**src/rtl/edge_adder_switch_acc.sv**
```systemverilog
// Edge adder switch with a per-node temporal fold accumulator for VNs wider than the tree.
// Build option: define EDGE_ADD_SAT_EN for signed saturating sums; undefined wraps modulo 2^DATA_TYPE.
module edge_adder_switch_acc #(
  parameter int DATA_TYPE = 32,
  parameter int NUM_IN    = 4,
  parameter int SEL_IN    = 2,
  parameter int CNT_W     = 8
) (
  input  logic                        clk,
  input  logic                        rst,
  input  logic                        i_valid,
  input  logic [DATA_TYPE*NUM_IN-1:0] i_data_bus,
  input  logic [SEL_IN-1:0]           i_sel,
  input  logic [2:0]                  i_cmd,
  input  logic [CNT_W-1:0]            i_fold,
  output logic [DATA_TYPE-1:0]        o_adder,
  output logic                        o_adder_valid,
  output logic [2*DATA_TYPE-1:0]      o_vn,
  output logic [1:0]                  o_vn_valid,
  output logic                        o_busy,
  output logic [CNT_W-1:0]            o_fold_cnt
);

  localparam int DT   = DATA_TYPE;
  localparam int HALF = NUM_IN / 2;

  localparam logic [2:0] CMD_ADD   = 3'b010;
  localparam logic [2:0] CMD_RIGHT = 3'b011;
  localparam logic [2:0] CMD_LEFT  = 3'b100;
  localparam logic [2:0] CMD_SPLIT = 3'b101;
  localparam logic [2:0] CMD_FOLD  = 3'b110;
  localparam logic [2:0] CMD_FLUSH = 3'b111;

  typedef enum logic {IDLE = 1'b0, ACC = 1'b1} state_t;

  // Handshake: no backpressure. A beat is taken on every clock where i_valid=1,
  // and each result appears exactly one cycle later as a single-cycle valid pulse.

  state_t           r_state;
  logic [DT-1:0]    r_acc;
  logic [CNT_W-1:0] r_count;
  logic [CNT_W-1:0] r_target;
  logic [DT-1:0]    r_adder;
  logic             r_adder_valid;
  logic [2*DT-1:0]  r_vn;
  logic [1:0]       r_vn_valid;

  logic [DT-1:0]    w_lane [NUM_IN];
  logic [DT-1:0]    w_left;
  logic [DT-1:0]    w_right;
  logic [DT-1:0]    w_sum;
  logic [DT-1:0]    w_acc_sum;
  logic [CNT_W-1:0] w_cnt_inc;
  logic [CNT_W-1:0] w_target;
  logic             w_fold_done;

  function automatic logic [DT-1:0] add_fn(input logic [DT-1:0] a, input logic [DT-1:0] b);
    logic [DT-1:0] s;
    s = a + b;
`ifdef EDGE_ADD_SAT_EN
    if ((a[DT-1] == b[DT-1]) && (s[DT-1] != a[DT-1])) begin
      s = a[DT-1] ? {1'b1, {(DT-1){1'b0}}} : {1'b0, {(DT-1){1'b1}}};
    end
`endif
    return s;
  endfunction

  always_comb begin
    for (int k = 0; k < NUM_IN; k++) begin
      w_lane[k] = i_data_bus[k*DT +: DT];
    end
  end

  // i_sel indexes the same position in both halves; out-of-range selects fall back to index 0.
  always_comb begin
    w_left  = w_lane[HALF];
    w_right = w_lane[0];
    for (int k = 0; k < HALF; k++) begin
      if (i_sel == SEL_IN'(k)) begin
        w_left  = w_lane[HALF + k];
        w_right = w_lane[k];
      end
    end
  end

  always_comb begin
    w_sum       = add_fn(w_left, w_right);
    w_acc_sum   = add_fn(r_acc, w_sum);
    w_cnt_inc   = (r_count == {CNT_W{1'b1}}) ? r_count : r_count + CNT_W'(1);
    w_target    = r_target;
    if (r_state == IDLE) begin
      w_target = (i_fold == '0) ? CNT_W'(1) : i_fold;
    end
    w_fold_done = (w_cnt_inc >= w_target);
  end

  always_ff @(posedge clk) begin
    if (rst) begin
      r_state       <= IDLE;
      r_acc         <= '0;
      r_count       <= '0;
      r_target      <= '0;
      r_adder       <= '0;
      r_adder_valid <= 1'b0;
      r_vn          <= '0;
      r_vn_valid    <= 2'b00;
    end else begin
      r_adder_valid <= 1'b0;
      r_vn_valid    <= 2'b00;
      if (i_valid) begin
        case (i_cmd)
          CMD_ADD: begin
            r_adder       <= w_sum;
            r_adder_valid <= 1'b1;
          end
          CMD_RIGHT: begin
            r_vn[DT-1:0]  <= w_lane[0];
            r_vn_valid    <= 2'b01;
            r_adder       <= w_right;
            r_adder_valid <= 1'b1;
          end
          CMD_LEFT: begin
            r_vn[2*DT-1:DT] <= w_lane[NUM_IN-1];
            r_vn_valid      <= 2'b10;
            r_adder         <= w_left;
            r_adder_valid   <= 1'b1;
          end
          CMD_SPLIT: begin
            r_vn       <= {w_left, w_right};
            r_vn_valid <= 2'b11;
          end
          CMD_FOLD: begin
            if (w_fold_done) begin
              r_vn[DT-1:0] <= w_acc_sum;
              r_vn_valid   <= 2'b01;
              r_acc        <= '0;
              r_count      <= '0;
              r_state      <= IDLE;
            end else begin
              r_acc   <= w_acc_sum;
              r_count <= w_cnt_inc;
              r_state <= ACC;
              if (r_state == IDLE) begin
                r_target <= w_target;
              end
            end
          end
          CMD_FLUSH: begin
            r_vn[DT-1:0] <= w_acc_sum;
            r_vn_valid   <= 2'b01;
            r_acc        <= '0;
            r_count      <= '0;
            r_state      <= IDLE;
          end
          default: ;
        endcase
      end
    end
  end

  assign o_adder       = r_adder;
  assign o_adder_valid = r_adder_valid;
  assign o_vn          = r_vn;
  assign o_vn_valid    = r_vn_valid;
  assign o_busy        = (r_state == ACC);
  assign o_fold_cnt    = r_count;

endmodule

```
**config.mk**
```make
export PLATFORM = sky130hd
export DESIGN_NAME = edge_adder_switch_acc
export DESIGN_NICKNAME = d
export VERILOG_FILES = /design/src/rtl/edge_adder_switch_acc.sv
export SDC_FILE = /design/constraint.sdc
export NUM_CORES = 1
export LEC_CHECK = 0
export ABC_AREA = 1
export BUFFER_PORTS_ARGS = -buffer_cell sky130_fd_sc_hd__buf_2
export CAP_MARGIN = 20
export CORE_UTILIZATION = 56
export DETAILED_ROUTE_END_ITERATION = 8
export MAX_ROUTING_LAYER = met4
export PLACE_DENSITY = 0.82
export RECOVER_POWER = 25
export REMOVE_ABC_BUFFERS = 1
export SYNTH_ARGS = -nofsm -noshare
export SYNTH_HDL_FRONTEND = slang
export SYNTH_SLANG_ARGS = --single-unit
export TNS_END_PERCENT = 30
```
**constraint.sdc**
```tcl
create_clock -name clk -period 6.14 [get_ports clk]
set_clock_uncertainty 0.15 [all_clocks]
set_input_delay 1.228 -clock clk [delete_from_list [all_inputs] [get_ports clk]]
set_output_delay 1.228 -clock clk [all_outputs]
set_load 0.05 [all_outputs]
```
==> impl_results.md <==
* Antenna violations before repair at 0
* Placer Congestion at about 1.0
* HPWL after DPL at between 30 and 40 mm
* Wirelength per Cell at 17.9 um
* Leakage at around 6.6 nW
* R2R setup slack at around 1600 ps
* Register area at about 3000 um^2
* Worst path arrival time at roughly 5900 ps
* Area fraction of the dominant cell type after synthesis at ~26%
* Initial DRT Pass Iterations at 5
* Die Footprint at around 21000 um^2
* TNS Setup at 0 ps
* Pin count of the biggest net entering global routing at 76
* Clk sinks at about 150
* Least-Margin Pin Slew at ~1100 ps
* # rows at between 50 and 60
* Root buffer cell: clkbuf_16
* Total Routing Usage GR at 39.9%
* Mapped Avg Cell Area at 6.38 um^2
* Ys async rst share at 0%
* Clock transition at path regs at 70 ps
* Largest cells by area after synthesis: dfxtp_1 (26%), nand2_1 (14%), a21oi_1 (8.2%), ha_1 (7.3%), o21ai_0 (7.0%)
* Fin. Hold Viols at 0
* Drt initial violations at 1205
* Most frequent cells in the layout: nand2_1 (439), a21oi_1 (188), buf_2 (186), nor2_1 (167), inv_1 (161)
* Most used cell along the critical path: nand2_1
* Mapped Area at 11500 um^2
* Core Box Area at between 15000 and 20000 um^2
* Initial core utilization at 58.0%
* CP delay by family, top: simple AND/OR/NAND/NOR gates
* RSZ-0062 raised after global routing: no
* Library cells used by synthesis at 56
* Crit path kind: primary input to flop
* EDFF count, synth at 0
* Fraction of layout cells with a size suffix above 1 at ~18%
* Startpoint Class: primary input
* Hold EP: o_vn[35]
* Nets at 2234
* Final period util at 93.4%
* Peak VDD IR at between 0.2 and 0.25 mV
* Vias per inst at between 5 and 6
* Warnings from Yosys at 0
* Diodes inserted at 0
* Max-slew violation count at 0
* Syn Inst Count at roughly 1.8k
* Number of port buffers at 251
* Crit-path max cell delay at ~480 ps
* # fillers at ~1.8k
* Fmax at between 0.15 and 0.2 GHz
* Main synth FF type: dfxtp_1
* I/O pin count at 252
* Number of global-route vias before repair at between 10k and 15k
* First-pass GRT wire length at roughly 65 mm
* Drt total wl at 41.1 mm
* Crit path buf inv count at 4
* Post-layout util at 68.5%
* Grt total ovfl at 0
* Tmin final at ~5700 ps
* Clk Latency, worst-skew pair at 440 ps
* Status: finished, final reports clean
* FF-to-FF Start: o_fold_cnt[0]
* CTS Buf Count at 17
* Max FO, Critical Path at between 40 and 50
* DIE WIDTH at between 100 and 150 um
* Synth-to-layout area growth at 18.1%
* Area leader, netlist: dfxtp_1
* Area of the multi-input gates at between 7000 and 8000 um^2
* Vert. Die Dim at approximately 150 um
* Slew HR at between 20% and 30%
* CP required at 6310 ps
* Hold Startpoint: o_vn[35]
* CTS tree: yes
* Min-Delay Path Depth at 2
* Most common cell after layout, fill and taps aside: nand2_1
* Vias at about 13k
* R2r worst-path depth at 25
* CTS Buffer Depth at 2
* Max-capacitance violation count at 0
* Final setup fails at 0
* Hold/Removal Path Class: flop to flop
* ANT nets after route at 0
* Max H-tree Level at 4
* R2r endpoint: o_vn[17]
* CP startpoint: i_sel[1]
* Crit end category: flop
* Number of synthesized register bits at ~150
* Worst path depth at 31
* Slowest-stage cell, CP: fa_1
* Post-synthesis sequential area ratio at between 20% and 30%
* Post-route DRC at 0
* Pwr/cell area at between 200 and 300 nW/um^2
-- worst max path at each step --
stage | slack [ps] | endpoint
floorplan | 950 | r_target[1]
global placement | 160 | o_vn[25]
detailed placement | 90 | o_vn[28]
CTS | 520 | o_vn[21]
global route | 90 | r_acc[31]
finish | 410 | o_vn[31]
-- sequential cells by signal (all words and copies together), names as in the netlist --
signal / flops
o_adder: 32
o_adder_valid: 1
o_busy: 1
o_fold_cnt: 8
o_vn: 64
o_vn_valid: 2
r_acc: 32
r_target: 8
-- layer usage --
layer	track usage, %	routed length [um]
met5	-	0
met2	62.9	18900
met1	50.6	17300
met3	5.57	3440
met4	17.9	1530
-- metrics by stage --
stage | instance area (um^2) | hold slack (ps) | power [mW] | std cells | setup WS [ps]
6_report | 13600 | 313 | 3.58 | 2299 | 408
3_5_place_dp | 13000 | 303 | 2.40 | 2262 | 90.4
5_1_grt | 13600 | 333 | 3.76 | 2299 | 86.6
3_3_place_gp | 13000 | 299 | 2.39 | 2262 | 160
4_1_cts | 13600 | 314 | 3.56 | 2294 | 519
2_1_floorplan | 11100 | 294 | 2.00 | 1716 | 952
-- cells by family after synthesis --
logic type / Yosys count / share of synthesized area [%]
AOI/OAI and AO/OA: 478 / 23.9
xor gates and xnor gates: 48 / 3.73
adders and majority gates: 69 / 7.66
buffers and inverters: 265 / 9.20
DFF: 148 / 25.8
muxes: 6 / 0.524
and+or+nand+nor: 784 / 29.2
-- report_power, final --
group,internal (mW),switching [mW]
registers,1.01,0.0305
clock network,0.663,0.515
logic,0.408,0.955
-- timing repair --
| item | 4_1_cts | 5_1_grt |
|---|---|---|
| endpoints found under the hold margin | 0 | 0 |
| hold buffers | 0 | 0 |
| setup buffers | 0 | 5 |
| gates resized for setup | 0 | 0 |
| setup endpoints to repair | 0 | 1 |
-- worst register-to-register path, cell delays in order (launching register included) --
cell and delay (ps):
dfxtp_1 420, ha_1 210, nand2_1 60, inv_1 130, nand3_1 110, nor2_1 100, inv_1 50, nor2_1 240
inv_1 130, o21ai_0 250, ha_1 280, o21a_1 100, o21ai_1 110, nand2_1 60, a21oi_1 150, nor2_1 60
o21ai_1 110, nand4_1 150, nand2_1 100, buf_4 290, inv_1 450, buf_4 400, nor2_1 150, nor2_1 50
o21ai_0 120, inv_1 50
-- synthesized netlist by cell type, types with 5 or more instances --
cell,number
inv_2,16
xnor2_1,13
o221ai_1,24
o21ai_0,160
mux2i_1,6
nand4_1,10
a211oi_1,10
o21ai_1,14
a221oi_1,9
clkbuf_1,63
nor4_1,7
nand2_1,440
nand3_1,75
nor3_1,12
a21o_1,11
a21oi_1,188
nand2_2,31
inv_1,163
nor2_1,169
or2_2,18
xor2_1,34
o211ai_1,11
buf_2,8
nor2_2,5
ha_1,67
o22ai_1,6
nand2_4,6
o21bai_1,7
dfxtp_1,148
o21ai_2,9
a31oi_1,8
-- final cells by class --
type / instances / share of cell area [%]
Sequential cell: 148 / 21.9
Clock inverter: 15 / 1.60
Timing Repair Buffer: 286 / 10.7
Inverter: 183 / 5.09
Tap cell: 265 / 2.45
Clock buffer: 17 / 3.14
Multi-Input combinational cell: 1385 / 55.1
(Power assumes the default switching activity.)
